**src/rtl/clock_gen_pkg.sv**
```systemverilog
// Shared definitions for the multi-channel clock generator: default field
// widths, the smallest legal divide ratio, the configuration record and the
// half-period helper used to place the high/low split of every period.
package clock_gen_pkg;

  // Default width of the divide-ratio field.
  localparam int DIV_W_DEF = 8;

  // Smallest ratio that still produces a proper high and low phase.
  localparam int MIN_DIV = 2;

  // One channel configuration at the default ratio width.
  typedef struct packed {
    logic [DIV_W_DEF-1:0] div;
    logic                 inv;
  } cfg_t;

  // ceil(n/2): number of high cycles in a period of n master cycles.
  function automatic logic [31:0] ceil_half(input logic [31:0] n);
    return (n >> 1) + {31'd0, n[0]};
  endfunction

endpackage

```
**src/rtl/clk_div_channel.sv**
```systemverilog
// One divided-clock channel: period counter, single-entry pending
// configuration, boundary-aligned apply and registered clock/strobe outputs.
// A new ratio or polarity only ever takes effect at a wrap edge or on a sync
// request, so the period in progress is never shortened or stretched.
module clk_div_channel
  import clock_gen_pkg::*;
#(
  parameter int DIV_W   = DIV_W_DEF,
  parameter int DEF_DIV = 2,
  parameter bit DEF_INV = 1'b0
) (
  input  logic             clk_i,
  input  logic             rst_ni,
  input  logic             cfg_we_i,
  input  logic [DIV_W-1:0] cfg_div_i,
  input  logic             cfg_inv_i,
  input  logic             sync_i,
  output logic             busy_o,
  output logic             clk_o,
  output logic             stb_o
);

  typedef struct packed {
    logic [DIV_W-1:0] div;
    logic             inv;
  } ch_cfg_t;

  ch_cfg_t          cur_q;
  ch_cfg_t          cur_d;
  ch_cfg_t          pend_q;
  ch_cfg_t          pend_d;
  logic             pend_vld_q;
  logic             pend_vld_d;
  logic [DIV_W-1:0] cnt_q;
  logic [DIV_W-1:0] cnt_d;
  logic             clk_q;
  logic             clk_d;
  logic             stb_q;
  logic             stb_d;
  logic [DIV_W-1:0] half_s;
  logic             wrap_s;
  logic             load_s;

  // Next-state logic: counter, apply decision, output levels and pending slot.
  always_comb begin
    // The >= form also pulls an out-of-range count back to a period boundary.
    wrap_s = (cnt_q >= (cur_q.div - DIV_W'(1)));
    load_s = pend_vld_q & (wrap_s | sync_i);

    // The configuration that governs the cycle following this edge.
    if (load_s) begin
      cur_d = pend_q;
    end else begin
      cur_d = cur_q;
    end

    // Sync parks every channel on its last count so the next edge wraps.
    if (sync_i) begin
      cnt_d = cur_d.div - DIV_W'(1);
    end else if (wrap_s) begin
      cnt_d = '0;
    end else begin
      cnt_d = cnt_q + DIV_W'(1);
    end

    half_s = DIV_W'(ceil_half(32'(cur_d.div)));

    // Low phase (in non-inverted sense) while parked; rise on count zero.
    if (sync_i) begin
      clk_d = cur_d.inv;
      stb_d = 1'b0;
    end else begin
      clk_d = cur_d.inv ^ (cnt_d < half_s);
      stb_d = (cnt_d == '0);
    end

    // A request accepted on an apply edge is kept for the following boundary;
    // the older pending value has already been consumed into cur_d above.
    if (cfg_we_i) begin
      pend_d.div = cfg_div_i;
      pend_d.inv = cfg_inv_i;
      pend_vld_d = 1'b1;
    end else if (load_s) begin
      pend_d     = pend_q;
      pend_vld_d = 1'b0;
    end else begin
      pend_d     = pend_q;
      pend_vld_d = pend_vld_q;
    end
  end

  // Channel state and output flops; reset discards pending work.
  always_ff @(posedge clk_i or negedge rst_ni) begin
    if (!rst_ni) begin
      cnt_q      <= DIV_W'(DEF_DIV - 1);
      cur_q.div  <= DIV_W'(DEF_DIV);
      cur_q.inv  <= DEF_INV;
      pend_q.div <= DIV_W'(DEF_DIV);
      pend_q.inv <= DEF_INV;
      pend_vld_q <= 1'b0;
      clk_q      <= DEF_INV;
      stb_q      <= 1'b0;
    end else begin
      cnt_q      <= cnt_d;
      cur_q      <= cur_d;
      pend_q     <= pend_d;
      pend_vld_q <= pend_vld_d;
      clk_q      <= clk_d;
      stb_q      <= stb_d;
    end
  end

  assign busy_o = pend_vld_q;
  assign clk_o  = clk_q;
  assign stb_o  = stb_q;

endmodule

```
**src/rtl/clock_gen_multi.sv**
```systemverilog
// Multi-channel clock generator top: decodes configuration requests, reports
// readiness of the addressed channel, flags illegal requests and fans the
// sync request out to every channel instance.
module clock_gen_multi
  import clock_gen_pkg::*;
#(
  parameter int NUM_CH  = 4,
  parameter int DIV_W   = DIV_W_DEF,
  parameter int CH_W    = 2,
  parameter int DEF_DIV = 2,
  parameter bit DEF_INV = 1'b0
) (
  input  logic              clock,
  input  logic              reset,
  input  logic              cfg_valid,
  input  logic [CH_W-1:0]   cfg_ch,
  input  logic [DIV_W-1:0]  cfg_div,
  input  logic              cfg_inv,
  output logic              cfg_ready,
  output logic              cfg_err,
  input  logic              sync_req,
  output logic [NUM_CH-1:0] clk_out,
  output logic [NUM_CH-1:0] rise_stb
);

  logic [NUM_CH-1:0] busy_s;
  logic [NUM_CH-1:0] sel_s;
  logic [NUM_CH-1:0] we_s;
  logic              ch_ok_s;
  logic              div_ok_s;
  logic              req_s;
  logic              accept_s;
  logic              err_d;
  logic              err_q;

  // Request decode: channel select, legality, readiness and write enables.
  always_comb begin
    sel_s = '0;
    for (int i = 0; i < NUM_CH; i++) begin
      sel_s[i] = (cfg_ch == CH_W'(i));
    end
    // A select that matches no channel is reported ready so it can be rejected.
    ch_ok_s   = |sel_s;
    cfg_ready = ~|(sel_s & busy_s);
    div_ok_s  = (cfg_div >= DIV_W'(MIN_DIV));
    req_s     = cfg_valid & cfg_ready;
    accept_s  = req_s & ch_ok_s & div_ok_s;
    err_d     = req_s & ~(ch_ok_s & div_ok_s);
    we_s      = sel_s & {NUM_CH{accept_s}};
  end

  // One-cycle error pulse following a rejected request.
  always_ff @(posedge clock or negedge reset) begin
    if (!reset) begin
      err_q <= 1'b0;
    end else begin
      err_q <= err_d;
    end
  end

  assign cfg_err = err_q;

  for (genvar g = 0; g < NUM_CH; g++) begin : g_ch
    clk_div_channel #(
      .DIV_W   (DIV_W),
      .DEF_DIV (DEF_DIV),
      .DEF_INV (DEF_INV)
    ) u_ch (
      .clk_i     (clock),
      .rst_ni    (reset),
      .cfg_we_i  (we_s[g]),
      .cfg_div_i (cfg_div),
      .cfg_inv_i (cfg_inv),
      .sync_i    (sync_req),
      .busy_o    (busy_s[g]),
      .clk_o     (clk_out[g]),
      .stb_o     (rise_stb[g])
    );
  end

endmodule

```
**config.mk**
```make
export PLATFORM = sky130hd
export DESIGN_NAME = clock_gen_multi
export DESIGN_NICKNAME = d
export VERILOG_FILES = /design/src/rtl/clock_gen_pkg.sv /design/src/rtl/clk_div_channel.sv /design/src/rtl/clock_gen_multi.sv
export SDC_FILE = /design/constraint.sdc
export NUM_CORES = 1
export LEC_CHECK = 0
export BUFFER_PORTS_ARGS = -buffer_cell sky130_fd_sc_hd__buf_2
export CAP_MARGIN = 10
export CORE_MARGIN = 2
export CORE_UTILIZATION = 55
export CTS_BUF_LIST = sky130_fd_sc_hd__clkbuf_16
export CTS_CLUSTER_SIZE = 25
export DETAILED_ROUTE_END_ITERATION = 7
export PLACE_DENSITY = 0.72
export SLEW_MARGIN = 40
export SYNTH_ARGS = -nofsm -noshare
export SYNTH_HDL_FRONTEND = slang
export SYNTH_SLANG_ARGS = --single-unit
```
**constraint.sdc**
```tcl
create_clock -name clock -period 6.52 [get_ports clock]
set_input_delay 1.304 -clock clock [delete_from_list [all_inputs] [get_ports clock]]
set_output_delay 1.304 -clock clock [all_outputs]
set_load 0.02 [all_outputs]
```
==> reports/results.ini <==
[clock_network]
clk_pin_slew_ps=60
htreeDepth=4
cts_hold_buf=0
clock_path_buffers=2
post_cts_buffers=0
cts_buffers=17
clock_latency_ps=430
clockRootBuffer=clkbuf_16
cts-resized-gates=0
cts.sinks=117
cts_tree=built

[worst_setup_path]
path_buf_inv=1
path_cells=nor4_1 -> nand2_1 -> xor2_1 -> ha_1 -> nand4_1 -> o31ai_2 -> o21ai_2 -> buf_4 -> mux2i_1 -> ha_1 -> nand2_1 -> nor3_1 -> xor2_1 -> a21oi_1 -> o22ai_1 -> ha_1 -> a21o_1 -> a211o_1 -> or3_1 -> o32ai_1 -> xor2_1
slowest_stage=o31ai_2
path_delay_family=compound AO/OA/AOI/OAI gates
critPathMaxStageDelay_ps=670
reg2reg_from=g_ch[1].u_ch.cur_q[5]
rrSetupSlack_ps=800
crit_fanout=18
path_class=reg2reg
end_kind=flip-flop
crit_path_start_kind=flip-flop
cp_data_required_time_ps=6870
cp-startpoint=g_ch[1].u_ch.cur_q[5]
arrival_ps=6070

[detailed_routing]
drc=0
dr.pass1.iters=5
vias=6510
drt-total-wl_mm=19.57
detail-route-antenna-nets=0
drt_iter0_drc=546
wl_per_cell_um=18.19
detail_route.vias_per_cell=6.050

[sta]
rsz0062_at_grt=no
period_share_pct=87.73
holdWs_ps=509.8
worstMarginPinSlew_ps=825.0
skew_ps=8.524
finalHoldViolCount=0
setup_viol=0
maxSlewViolCount=0
post-route-min-period_ps=5720
max_clock_freq_mhz=174.8
setup_tns_ps=0
slew_headroom_pct=44.89

[global_routing]
grt_pass1_wl_mm=32.57
antenna_found_initial=0
grt_max_degree=62
track_usage_pct=25.10
grt_overflow=0
grt_pass1_vias=6316

[yosys]
ys_seq_area_share_pct=34.60
syn_inst=877
ys.flop_type=dfrtp_1
ys_types=63
syn-cell-area_um2=8506
yosysWarnings=0
synth_edf_count=0
ys_async_sr_fraction_pct=100.0
ys_seq_elements=117
synth_area_per_cell_um2=9.699
synth.net_count=972

[floorplanning]
fp-row-count=45
io_pins=25
die_width_um=128.4
core-area_um2=15150
die_h_um=128.4
initial_core_util_pct=56.16
dieArea_um2=16480

[placement]
dp_hpwl_mm=14.20
place_area_um2=8656
gp_congestion=0.8774
io_buffer_count=24

[power_and_ir_drop]
p_int_mw=2.996
ir_worst_vdd_uv=372.9
powerDensity_nw_per_um2=583.1
power.switching_mw=2.418
clkPwrFrac_pct=17.8
total_leakage_power_nw=4.121
p_sw_share_pct=44.66
seqPwrFrac_pct=28.9
power_frac_comb_pct=53.3

[cells_and_area]
nets=970
drive_above_1_share_pct=17.45
design_area_um2=9285
area.growth.synth_to_final_pct=9.165
nFillCells=1248
n_antenna_cell=0

[worst_hold_path]
min_path_type=reg2reg
worstHoldStart=g_ch[0].u_ch.pend_q[0]

[run_status]
outcome=completed

[run]
maxCapViolCount=0

## layout by cell type (no fill, tap or decap), drive strengths merged, types with 7 or more instances in the layout
cell / instances
a21o: 14
a21oi: 30
a31oi: 7
and3: 13
buf: 31
clkbuf: 17
dfrtp: 105
dfstp: 12
ha: 80
inv: 34
mux2: 67
mux2i: 22
nand2: 69
nand3: 50
nand4: 15
nor2: 58
nor3: 21
nor4: 7
o21ai: 28
o22ai: 13
o31ai: 8
xnor2: 50
xor2: 57
## metrics by stage
step                power, mW  utilization (%)  setup WS, ps  instances
global route            5.902            61.31         281.4       1076
CTS                     5.409            61.13         819.2       1075
floorplan               3.753                -          1220        877
finish                  5.414            61.31         800.2       1076
global placement        4.355            57.15         823.2       1043
detailed placement      4.406            57.15         829.6       1043
## worst reg2reg max path, delay by kind of cell, from the launching register on
family	cells	cell delay [ps]
AOI/OAI and AO/OA	7	1940
and+or+nand+nor	6	1330
adders and majority gates	3	880
xor gates and xnor gates	3	550
DFF	1	500
buffers and inverters	1	240
muxes	1	210
## path summary, 6_finish.rpt
path / endpoint / cells past startpoint
setup / recovery: g_ch[1].u_ch.clk_o / 21
hold / removal: g_ch[0].u_ch.pend_q[0] / 1
setup reg to reg: g_ch[1].u_ch.clk_o / 21
hold reg to reg: g_ch[0].u_ch.pend_q[0] / 1
max in group asynchronous: g_ch[3].u_ch.cnt_q[0] / 3
min in group asynchronous: g_ch[1].u_ch.clk_o / 1
## cells in the mapped netlist, drive strengths merged (3+ instances only)
library cell,n,share of area [%]
dfrtp,105,31
ha,80,12
nand2,69,3.3
mux2,67,8.9
nor2,58,2.6
xor2,57,5.9
nand3,50,2.9
xnor2,50,5.1
clkbuf,33,1.5
a21oi,30,1.8
inv,30,1.3
o21ai,28,1.7
mux2i,22,2.6
nor3,21,1.2
buf,19,1.5
nand4,15,1.1
a21o,14,1.2
and3,13,0.96
o22ai,13,0.96
dfstp,12,3.7
o31ai,8,0.82
a31oi,7,0.51
nor4,7,0.51
nand2b,6,0.44
nor2b,6,0.44
o211ai,6,0.53
a211oi,5,0.44
a211o,4,0.41
nor3b,4,0.35
a2111oi,3,0.46
nor4b,3,0.31
o2111ai,3,0.31
or3,3,0.22
## final cells by class
class / instances / area [um^2] / share of cell area (%)
clock inverter: 15 / 177.7 / 1.913
inverter: 31 / 116.4 / 1.253
multi-input combinational: 677 / 5196 / 55.96
tap: 188 / 235.2 / 2.533
sequential: 117 / 2943 / 31.69
clock buffer: 17 / 425.4 / 4.582
timing repair buffer: 31 / 191.4 / 2.062
## routing by layer
layer / routed length [um] / vias to the layer above / global-route usage [%]
met3: 1108 / 26 / 4.990
met2: 8838 / 186 / 38.45
met4: 278 / 0 / 6.981
met1: 9345 / 3156 / 36.47
li1: - / 3142 / -
met5: 0 / - / 0
## power groups by stage
stage	combinational [mW]	clock [mW]	sequential (mW)
final	2.89	0.965	1.56
after global routing	3.27	1.01	1.62
after CTS	2.88	0.977	1.55
after detailed placement	2.85	0	1.56
after global placement	2.81	0	1.55
after floorplan	2.47	0	1.28
## flip-flops by register name, indices dropped and copies added, names as in the netlist
signal / count
cfg_err: 1
g_ch.u_ch.busy_o: 4
g_ch.u_ch.clk_o: 4
g_ch.u_ch.cnt_q: 32
g_ch.u_ch.cur_q: 36
g_ch.u_ch.pend_q: 36
g_ch.u_ch.stb_o: 4
## cell families after synthesis
logic type / share of synthesized area [%]
XOR/XNOR: 11.02
flip-flops: 34.60
AO/OA/AOI/OAI: 10.87
adder cells (fa/ha/maj): 11.77
buffers and inverters: 4.339
multiplexers: 12.03
AND/OR/NAND/NOR: 15.37
(Power assumes the default switching activity.)
